--- src/rtl/cpu_pkg.sv ---
// cpu_pkg: constants shared by the CPU front end.
// Holds the loader FSM encoding and the PC byte step.
package cpu_pkg;
    typedef enum logic [1:0] {
        COLLECT = 2'd0,
        WRITE   = 2'd1,
        FULL    = 2'd2
    } state_t;
    localparam int WORD_BYTES = 4;
    localparam int ADDR_STEP  = 4;
endpackage

--- src/rtl/edge_rise.sv ---
// edge_rise: one-cycle pulse on each 0->1 transition of i_lvl.
module edge_rise (
    input  logic clk,
    input  logic rst,
    input  logic i_lvl,
    output logic o_pulse
);
    logic r_prev;
    always_ff @(posedge clk or negedge rst) begin
        if (!rst) r_prev <= 1'b0;
        else      r_prev <= i_lvl;
    end
    assign o_pulse = i_lvl & ~r_prev;
endmodule

--- src/rtl/imem_loader.sv ---
// imem_loader: assembles switch bytes into 32-bit words and writes them to instruction memory.
// Defining IMEM_LOADER_CKSUM_EN adds a running XOR of accepted words on port cksum.
module imem_loader
    import cpu_pkg::*;
#(
    parameter int                ADDR_W    = 32,
    parameter int                DEPTH     = 64,
    parameter logic [ADDR_W-1:0] BASE_ADDR = '0
) (
    input  logic              clk,
    input  logic              rst,
    input  logic [7:0]        SW,
    input  logic              load_btn,
    input  logic              clr_btn,
    output logic              mem_we,
    output logic [ADDR_W-1:0] mem_addr,
    output logic [31:0]       mem_wdata,
    input  logic              mem_ack,
    output logic              full,
    output logic [7:0]        LED
`ifdef IMEM_LOADER_CKSUM_EN
    ,
    output logic [31:0]       cksum
`endif
);
    localparam int CNT_W = $clog2(DEPTH + 1);
    state_t            r_state, w_state;
    logic [1:0]        r_lane, w_lane;
    logic [31:0]       r_buf, w_buf;
    logic [ADDR_W-1:0] r_addr, w_addr;
    logic [CNT_W-1:0]  r_cnt, w_cnt;
    logic [3:0]        w_nib;
    logic [7:0]        r_led;
    logic              w_load;
`ifdef IMEM_LOADER_CKSUM_EN
    logic [31:0]       r_cksum, w_cksum;
`else
    logic [3:0]        r_nib;
`endif

    edge_rise u_load (.clk, .rst, .i_lvl(load_btn), .o_pulse(w_load));

    // clr_btn wins over everything, including a pending ack
    always_comb begin
        w_state = r_state;
        w_lane  = r_lane;
        w_buf   = r_buf;
        w_addr  = r_addr;
        w_cnt   = r_cnt;
`ifdef IMEM_LOADER_CKSUM_EN
        w_cksum = r_cksum;
`else
        w_nib   = r_nib;
`endif
        if (clr_btn) begin
            w_state = COLLECT;
            w_lane  = '0;
            w_buf   = '0;
            w_addr  = BASE_ADDR;
            w_cnt   = '0;
`ifdef IMEM_LOADER_CKSUM_EN
            w_cksum = '0;
`endif
        end else if (r_state == COLLECT && w_load) begin
            w_buf[{r_lane, 3'b000} +: 8] = SW;
            w_lane  = r_lane + 2'd1;
            w_state = (r_lane == 2'(WORD_BYTES - 1)) ? WRITE : COLLECT;
`ifndef IMEM_LOADER_CKSUM_EN
            w_nib   = SW[3:0];
`endif
        end else if (r_state == WRITE && mem_ack) begin
            w_lane  = '0;
            w_buf   = '0;
            w_addr  = r_addr + ADDR_W'(ADDR_STEP);
            w_cnt   = r_cnt + 1'b1;
            w_state = (w_cnt == CNT_W'(DEPTH)) ? FULL : COLLECT;
`ifdef IMEM_LOADER_CKSUM_EN
            w_cksum = r_cksum ^ r_buf;
`endif
        end
    end

`ifdef IMEM_LOADER_CKSUM_EN
    assign w_nib = w_cksum[3:0];
`endif

    always_ff @(posedge clk or negedge rst) begin
        if (!rst) begin
            r_state <= COLLECT;
            r_lane  <= '0;
            r_buf   <= '0;
            r_addr  <= BASE_ADDR;
            r_cnt   <= '0;
            r_led   <= '0;
`ifdef IMEM_LOADER_CKSUM_EN
            r_cksum <= '0;
`else
            r_nib   <= '0;
`endif
        end else begin
            r_state <= w_state;
            r_lane  <= w_lane;
            r_buf   <= w_buf;
            r_addr  <= w_addr;
            r_cnt   <= w_cnt;
            r_led   <= {w_lane, w_state == WRITE, w_state == FULL, w_nib};
`ifdef IMEM_LOADER_CKSUM_EN
            r_cksum <= w_cksum;
`else
            r_nib   <= w_nib;
`endif
        end
    end

    assign mem_we    = (r_state == WRITE);
    assign full      = (r_state == FULL);
    assign mem_addr  = r_addr;
    assign mem_wdata = r_buf;
    assign LED       = r_led;
`ifdef IMEM_LOADER_CKSUM_EN
    assign cksum     = r_cksum;
`endif
endmodule

--- config.mk ---
export PLATFORM = sky130hd
export DESIGN_NAME = imem_loader
export DESIGN_NICKNAME = d
export VERILOG_FILES = /design/src/rtl/cpu_pkg.sv /design/src/rtl/edge_rise.sv /design/src/rtl/imem_loader.sv
export SDC_FILE = /design/constraint.sdc
export NUM_CORES = 1
export LEC_CHECK = 0
export ABC_AREA = 1
export CAP_MARGIN = 25
export CORE_ASPECT_RATIO = 0.8
export CORE_MARGIN = 2
export CORE_UTILIZATION = 55
export DETAILED_ROUTE_END_ITERATION = 10
export PLACE_DENSITY = 0.87
export SLEW_MARGIN = 20
export SYNTH_ARGS = -nofsm -noshare
export SYNTH_HDL_FRONTEND = slang
export SYNTH_SLANG_ARGS = --single-unit
--- constraint.sdc ---
create_clock -name clk -period 4.7 [get_ports clk]
set_input_delay 0.94 -clock clk [delete_from_list [all_inputs] [get_ports clk]]
set_output_delay 0.94 -clock clk [all_outputs]
set_load 0.1 [all_outputs]
Yosys cells after proc, flatten, opt, wreduce, memory -nomap -nowiden:

Index checks and enable logic that the tools add are counted.
W data, S select, Z words.

* output and inout bits: 74
* register bits: 88
* word-level logic and storage cells: 49
* memory bits (writable): 0
* ROM bits: 0
* bits of input ports: 13
* memories kept: 0
* bits in latches: 0

* div/mod/pow operators: 0
* add/sub/neg operators: 4
* reductions and logical operators: 6
* bitwise operators: 2
* equal/unequal tests: 7
* $lt $le $gt $ge: 0
* shifts and indexed selects: 2
* multiplexer cells: 20
* multiply operators: 0

Operators with widths (count)
* $mux W32: 6
* $add A32 B3 Y32 const B: 1
* $bwmux W32: 1
* $shift A8 B7 Y32 const A: 1
* $shiftx A8 B7 Y32: 1
* $mux W7: 3
* $mux W2: 7
* $mux W4: 2
* $add A7 B1 Y7 const B: 1
* $eq A7 B7 Y1 const B: 1
* $neg A5 Y7: 1
* $eq A2 B2 Y1 const B: 3
* $eq A2 B1 Y1 const B: 2
* $reduce_bool A3 Y1: 1
* $add A2 B1 Y2 const B: 1
* $logic_and A1 B1 Y1: 2
* $logic_not A2 Y1: 1
* $ne A2 B2 Y1 const B: 1
* $reduce_and A2 Y1: 1
* $reduce_bool A2 Y1: 1
* $and A1 B1 Y1: 1
* $mux W1: 1
* $not A1 Y1: 1

Logic depth before layout (Yosys ltp):

Gate-level depths: netlist of run 1.

* word-level depth: 7
* mapped depth: 11
* depth with buffers taken out: 11

By module:

A second synthesis of run 1 with hierarchy kept.

* cell total of the unflattened synthesis: 527
* area, all modules: 4093.9 um2

Modules (own cells, without submodules)
* imem_loader: instances 1, cells each 524, sequential area each 1976.9 um2, area each 4058.9 um2
* edge_rise: instances 1, cells each 3, sequential area each 25.0 um2, area each 35.0 um2

Worst setup path after synthesis of run 1:

Ideal clock, no wire load.

* path kind: register to output
* from: register r_state[0]
* to: output mem_we
* stages on the path, launching flop included: 3
* data required time: 3.760 ns
* slack: 2.039 ns
* buffers on the path: 0
* arrival time: 1.721 ns
* cell sequence: dfrtp_1 inv_1 nor2_1

* word-level cells in the longest chain between the ends: 1

RTL lines
* from (decl): line imem_loader.sv:27 `state_t r_state, w_state;`
* from (signal assigned): line imem_loader.sv:101 `r_state <= w_state;`
* $eq A2 B1 Y1: line imem_loader.sv:115 `assign mem_we = (r_state == WRITE);`
* to (decl): line imem_loader.sv:15 `output logic mem_we,`

Every way passes these cells.

Worst setup path after layout of run 1:

* from: register r_led[6], in the netlist LED[6]
* to: output LED[6]

RTL lines
* from (decl): line imem_loader.sv:33 `logic [7:0] r_led;`
* from (signal assigned): line imem_loader.sv:106 `r_led <= {w_lane, w_state == WRITE, w_state == FULL, w_nib};`
* to (decl): line imem_loader.sv:20 `output logic [7:0] LED`

No word-level cell between the ends.

==> flow_metrics.env, run 1 <==
export IMPL_status="complete, no violations"
export IMPL_worstPathMaxFanout=17
export IMPL_rsz0062_at_grt="no"
export IMPL_synth_top_cell_area_share=0.479
export IMPL_drive_gt1_frac=0.0638
export IMPL_worstPathCellList="clkdlybuf4s50_1"
export IMPL_yosysUniqueCellTypes=36
export IMPL_vias_per_cell=5.56
export IMPL_hold_violations=0
export IMPL_yosys_warnings=0
export IMPL_power_mw=1.73
export IMPL_grt_max_degree=81
export IMPL_max_stage_delay_ns=1.24
export IMPL_drt_met1_wl_um=4910
export IMPL_drc=0
export IMPL_pin_count=87
export IMPL_finalSetupViolations=0
export IMPL_grt_pass1_wl_um=18000
export IMPL_clock_sinks=80
export IMPL_whs_path_depth=2
export IMPL_critPathTopFamily="buffers and inverters"
export IMPL_max_cap_violations=0
export IMPL_drv_slew=0
export IMPL_fp_dieW_um=101
export IMPL_ys_top_cells_by_area="dfrtp_1 (48%), nand2_1 (12%), nor2_1 (6.5%)"
export IMPL_setup_tns_ns=0
export IMPL_numCtsBuffers=9
export IMPL_drtAntennaViolNets=0
export IMPL_antenna_found_initial=0
export IMPL_grtUsageTotal=0.280
export IMPL_peakVddDrop_v=0.000300
export IMPL_fin_worst_skew_ns=0.00885
export IMPL_areaGrowthSynthToFinish_pct=27.4
export IMPL_grt_overflow=0
export IMPL_end_kind="output port"
export IMPL_start_util=0.565
export IMPL_rr_worst_depth=4
export IMPL_crit_path_top_delay_cell="clkdlybuf4s50_1"
export IMPL_clock_fmax_mhz=312
export IMPL_relSlewSlack=0.339
export IMPL_finalNetCount=627
export IMPL_clk_latency_ns=0.36
export IMPL_min_period_over_period=0.683
export IMPL_seq_area_frac_synth=0.479
export IMPL_grt_pass1_vias=3783
export IMPL_dp_hpwl_um=7750
export IMPL_route_met2_wl_um=5340
export IMPL_cts_tree="built"
export IMPL_die_area_um2=8310
export IMPL_top_layer_used="met4"
export IMPL_powerDensity_nw_per_um2=326
export IMPL_worst_pin_slew_ns=0.988
export IMPL_wl_um=11100
export IMPL_hp_class="reg2reg"
export IMPL_leakagePower_nw=2.38
export IMPL_port_buffers=84
export IMPL_crit_buf_inv=1
export IMPL_synthesis_area_um2=4180
export IMPL_root_buffer="clkbuf_8"
export IMPL_antenna_cells=0
export IMPL_first_pass_iters=5
export IMPL_wl_met3_um=693
export IMPL_cts_setup_buffers=0
export IMPL_cts_clk_slew_worst_paths_ns=0.08
export IMPL_h_tree_depth=3
export IMPL_yosys_area_top_type="dfrtp_1"
export IMPL_post_cts_resized=0
export IMPL_drtIter0Drc=342
export IMPL_cp_arrival_ns=2.27
export IMPL_ys_ff_latch=80
export IMPL_path_depth=1
export IMPL_ctsLongestPathBuffers=2
export IMPL_avgSynthCellArea_um2=7.98
export IMPL_die_h_um=81.9
export IMPL_num_rows=28
export IMPL_place_gp_congestion=0.899
export IMPL_holdBufCountCts=0
export IMPL_post_drt_wl_per_cell_um=15.4
export IMPL_vias=3981
export IMPL_startpoint_type="flip-flop"
export IMPL_netlist_instances=523
export IMPL_cp_required_ns=3.76
export IMPL_min_period_ns=3.21
export IMPL_crit_type="reg2out"
export IMPL_core_um2=7390
==> kinds of logic (layout without fill, tap and decap cells) <==
family | after synthesis | in the layout | synth area share
xor+xnor | 3 | 3 | 0.00629
buf+inv | 69 | 156 | 0.0755
fa+ha+maj | 8 | 8 | 0.0240
other cells | 1 | 2 | 0.000898
compound gates | 84 | 84 | 0.117
flops | 80 | 80 | 0.479
simple gates | 278 | 278 | 0.297
==> routing by layer <==
metal	global-route usage	vias to the layer above
met4	0.0757	0
met3	0.0664	15
met2	0.442	169
met5	0	-
met1	0.391	1925
li1	-	1872
==> placed cells by master, fill, tap and decap left out, drive strengths merged, types with 4 or more instances in the layout <==
cell,netlist,routed
nor2,83,83
clkdlybuf4s50,0,83
nand4,18,18
a22o,6,6
nand3,30,30
a21oi,18,18
clkbuf,1,10
o31ai,8,8
ha,8,8
inv,55,56
nand2,142,142
nor3,4,4
o21ai,41,41
dfrtp,80,80
==> worst paths after layout <==
| kind | startpoint | endpoint | slack [ns] |
|---|---|---|---|
| max in group asynchronous | rst | mem_addr[5] | 3.55 |
| max | LED[6] | LED[6] | 1.49 |
| min | LED[3] | LED[3] | 0.48 |
| max reg2reg | LED[6] | mem_wdata[13] | 2.50 |
| min reg2reg | LED[3] | LED[3] | 0.48 |
| min in group asynchronous | rst | r_nib[1] | 0.55 |
==> flip-flops by register name, summed over array words and instances (netlist names) <==
| signal | count |
|---|---|
| mem_addr | 30 |
| r_state | 2 |
| u_load.r_prev | 1 |
| r_lane | 1 |
| LED | 4 |
| mem_wdata | 32 |
| r_nib | 3 |
| r_cnt | 7 |
==> power breakdown <==
group / leakage (nW) / internal [mW] / switching [mW] / total, mW
Combinational: 1.16 / 0.0776 / 0.282 / 0.360
Clock: 0.123 / 0.370 / 0.264 / 0.634
Sequential: 1.10 / 0.714 / 0.0261 / 0.740
==> cell type report <==
cell class	count	area (µm²)
Clock inverter	6	115
Timing Repair Buffer	85	858
Sequential cell	80	2000
Multi-Input combinational cell	375	1860
Inverter	55	211
Tap cell	105	131
Fill cell	562	2070
Clock buffer	10	138
==> stage by stage <==
stage               cell area [µm²]  hold slack [ns]  std cells  utilization  worst slack (ns)
floorplan                      4180            0.469        524            -              2.04
global placement               5040            0.457        699        0.682              1.40
detailed placement             5040            0.462        699        0.682              1.28
CTS                            5300            0.483        715        0.717              1.51
global route                   5320            0.511        716        0.719              1.40
finish                         5320            0.479        716        0.719              1.49
==> synth_stat cells (all sizes together) <==
library cell and number:
clkbuf 1, nor3 4, a21o 2, o21a 1
a31oi 3, nor2 83, nand4 18, dfrtp 80
o22ai 2, buf 13, nor3b 1, a22o 6
o41ai 3, nand3 30, ha 8, a21oi 18
o21ai 41, nand2 142, conb 1, o31ai 8
xor2 3, inv 55
(Power assumes the default switching activity.)
==> run 2: changes to the inputs <==
--- a/config.mk
+++ b/config.mk
@@ -9,9 +9,9 @@
 export CAP_MARGIN = 25
 export CORE_ASPECT_RATIO = 0.8
 export CORE_MARGIN = 2
-export CORE_UTILIZATION = 55
+export CORE_UTILIZATION = 51
 export DETAILED_ROUTE_END_ITERATION = 10
-export PLACE_DENSITY = 0.87
+export PLACE_DENSITY = 0.82
 export SLEW_MARGIN = 20
 export SYNTH_ARGS = -nofsm -noshare
 export SYNTH_HDL_FRONTEND = slang
==> constraint.sdc (replaced) <==
create_clock -name clk -period 3.2 [get_ports clk]
set_input_delay 0.64 -clock clk [delete_from_list [all_inputs] [get_ports clk]]
set_output_delay 0.64 -clock clk [all_outputs]
set_load 0.1 [all_outputs]
==> flow_metrics.env, run 2 (same netlist as run 1, synthesis figures left out) <==
export IMPL_start_util=0.525
export IMPL_core_um2=7950
export IMPL_final_core_util=0.644
export IMPL_cts_setup_buffers=0
export IMPL_crit_path_top_delay_cell="dfrtp_1"
export IMPL_die_area_um2=8930
export IMPL_place_area_um2=4880
export IMPL_crit_buf_inv=2
export IMPL_drv_slew=0
export IMPL_relSlewSlack=0.511
export IMPL_end_kind="flip-flop"
export IMPL_antenna_cells=0
export IMPL_vias_per_cell=5.35
export IMPL_max_stage_delay_ns=0.67
export IMPL_cp_arrival_ns=2.42
export IMPL_pwr_share_clk=0.359
export IMPL_numCtsBuffers=9
export IMPL_clk_latency_ns=0.36
export IMPL_min_period_ns=2.13
export IMPL_fin_hold_ws_ns=0.283
export IMPL_layout_common_cells="nand2_1 (139), dfrtp_1 (80), buf_4 (74), nor2_1 (72), inv_1 (50)"
export IMPL_layout_commonest_cell="nand2_1"
export IMPL_place_gp_congestion=0.937
export IMPL_largest_reg_flops=32
export IMPL_combPwrFrac=0.206
export IMPL_grt_max_degree=81
export IMPL_drive_gt1_frac=0.180
export IMPL_cp_required_ns=3.50
export IMPL_post_cts_resized=0
export IMPL_cts_tree="built"
export IMPL_num_rows=29
export IMPL_h_tree_depth=3
export IMPL_crit_path_start="LED[6]"
export IMPL_p_sw_uw=829
export IMPL_leakagePower_nw=2.51
export IMPL_worstPathCellList="inv_1, ha_1, inv_1, nand4_1, nor2_1, a22o_1"
export IMPL_drc=0
export IMPL_rrSetupSlack_ns=1.07
export IMPL_rr_worst_depth=6
export IMPL_drtIter0Drc=315
export IMPL_max_cap_violations=0
export IMPL_clock_fmax_mhz=471
export IMPL_grtUsageTotal=0.243
export IMPL_intPower_mw=1.67
export IMPL_status="complete, no violations"
export IMPL_cts_clk_slew_worst_paths_ns=0.08
export IMPL_port_buffers=84
export IMPL_pin_count=87
export IMPL_final_area_um2=5120
export IMPL_seq_power_share=0.435
export IMPL_antenna_found_initial=0
export IMPL_nFillCells=683
export IMPL_finalSetupViolations=0
export IMPL_rsz0062_at_grt="no"
export IMPL_post_drt_wl_per_cell_um=14.6
export IMPL_first_pass_iters=5
export IMPL_hp_class="in2async"
export IMPL_crit_type="reg2reg"
export IMPL_finalNetCount=628
export IMPL_ctsLongestPathBuffers=2
export IMPL_switching_share=0.332
export IMPL_min_period_over_period=0.664
export IMPL_fin_worst_skew_ns=0.00446
export IMPL_worst_pin_slew_ns=0.734
export IMPL_grt_overflow=0
export IMPL_startpoint_type="flip-flop"
export IMPL_vias=3844
export IMPL_die_h_um=84.9
export IMPL_critPathTopFamily="flip-flops"
export IMPL_drtAntennaViolNets=0
export IMPL_peakVddDrop_v=0.000355
export IMPL_grt_pass1_vias=3506
export IMPL_dp_hpwl_um=7550
export IMPL_setup_tns_ns=0
export IMPL_clock_sinks=80
export IMPL_powerDensity_nw_per_um2=487
export IMPL_grt_pass1_wl_um=17400
export IMPL_crit_path_end="mem_wdata[4]"
export IMPL_fp_dieW_um=105
export IMPL_timing_rr_start="LED[6]"
export IMPL_regArea_um2=2000
export IMPL_root_buffer="clkbuf_8"
export IMPL_crit_top_cell="inv_1"
export IMPL_worstPathMaxFanout=17
export IMPL_multi_input_area_um2=1860
export IMPL_holdBufCountCts=0
export IMPL_hold_violations=0
export IMPL_r2r_end="mem_wdata[4]"
export IMPL_path_depth=6
export IMPL_areaGrowthSynthToFinish_pct=22.7
export IMPL_wl_um=10500
[run 2: worst reg2reg max path: cells and delay by family (launching register included)]
family                     cells  cell delay (ns)
buffers and inverters          2             0.33
and+or+nand+nor                2             0.51
AOI/OAI and AO/OA              1             0.17
adders and majority gates      1             0.40
DFF                            1             0.67
[run 2: worst min path at each step]
stage,to,cells after the start
finish,r_nib[2],1
global placement,LED[3],2
global route,mem_wdata[14],1
detailed placement,r_nib[0],2
floorplan,LED[3],0
CTS,r_nib[2],1
[run 2: per-stage QoR]
stage          cells  power (mW)  worst slack (ns)
4_1_cts          719        2.51              1.12
2_1_floorplan    524        1.49             0.839
6_report         719        2.49              1.07
3_5_place_dp     704        1.62             0.778
5_1_grt          719        2.58             0.871
3_3_place_gp     704        1.61             0.886
[run 2: layer usage]
metal  GRT usage  routed length (µm)
met3      0.0637                 681
met2       0.335                4520
met1       0.379                5180
met5           0                   0
met4      0.0582                 117
[run 2: area by class of cell]
type                    instances  area share
clock inverters                 5      0.0208
flip-flops and latches         80       0.391
clock buffers                  10      0.0249
repair buffers                 86       0.132
well taps                     108      0.0264
inverters                      55      0.0413
multi-input cells             375       0.364
[run 2: power by group through the flow]
stage	logic, mW	registers, mW	clock network, mW
3_3_place_gp	0.504	1.10	0
3_5_place_dp	0.513	1.11	0
6_report	0.513	1.09	0.895
5_1_grt	0.545	1.09	0.942
2_1_floorplan	0.150	1.34	0
4_1_cts	0.514	1.09	0.910
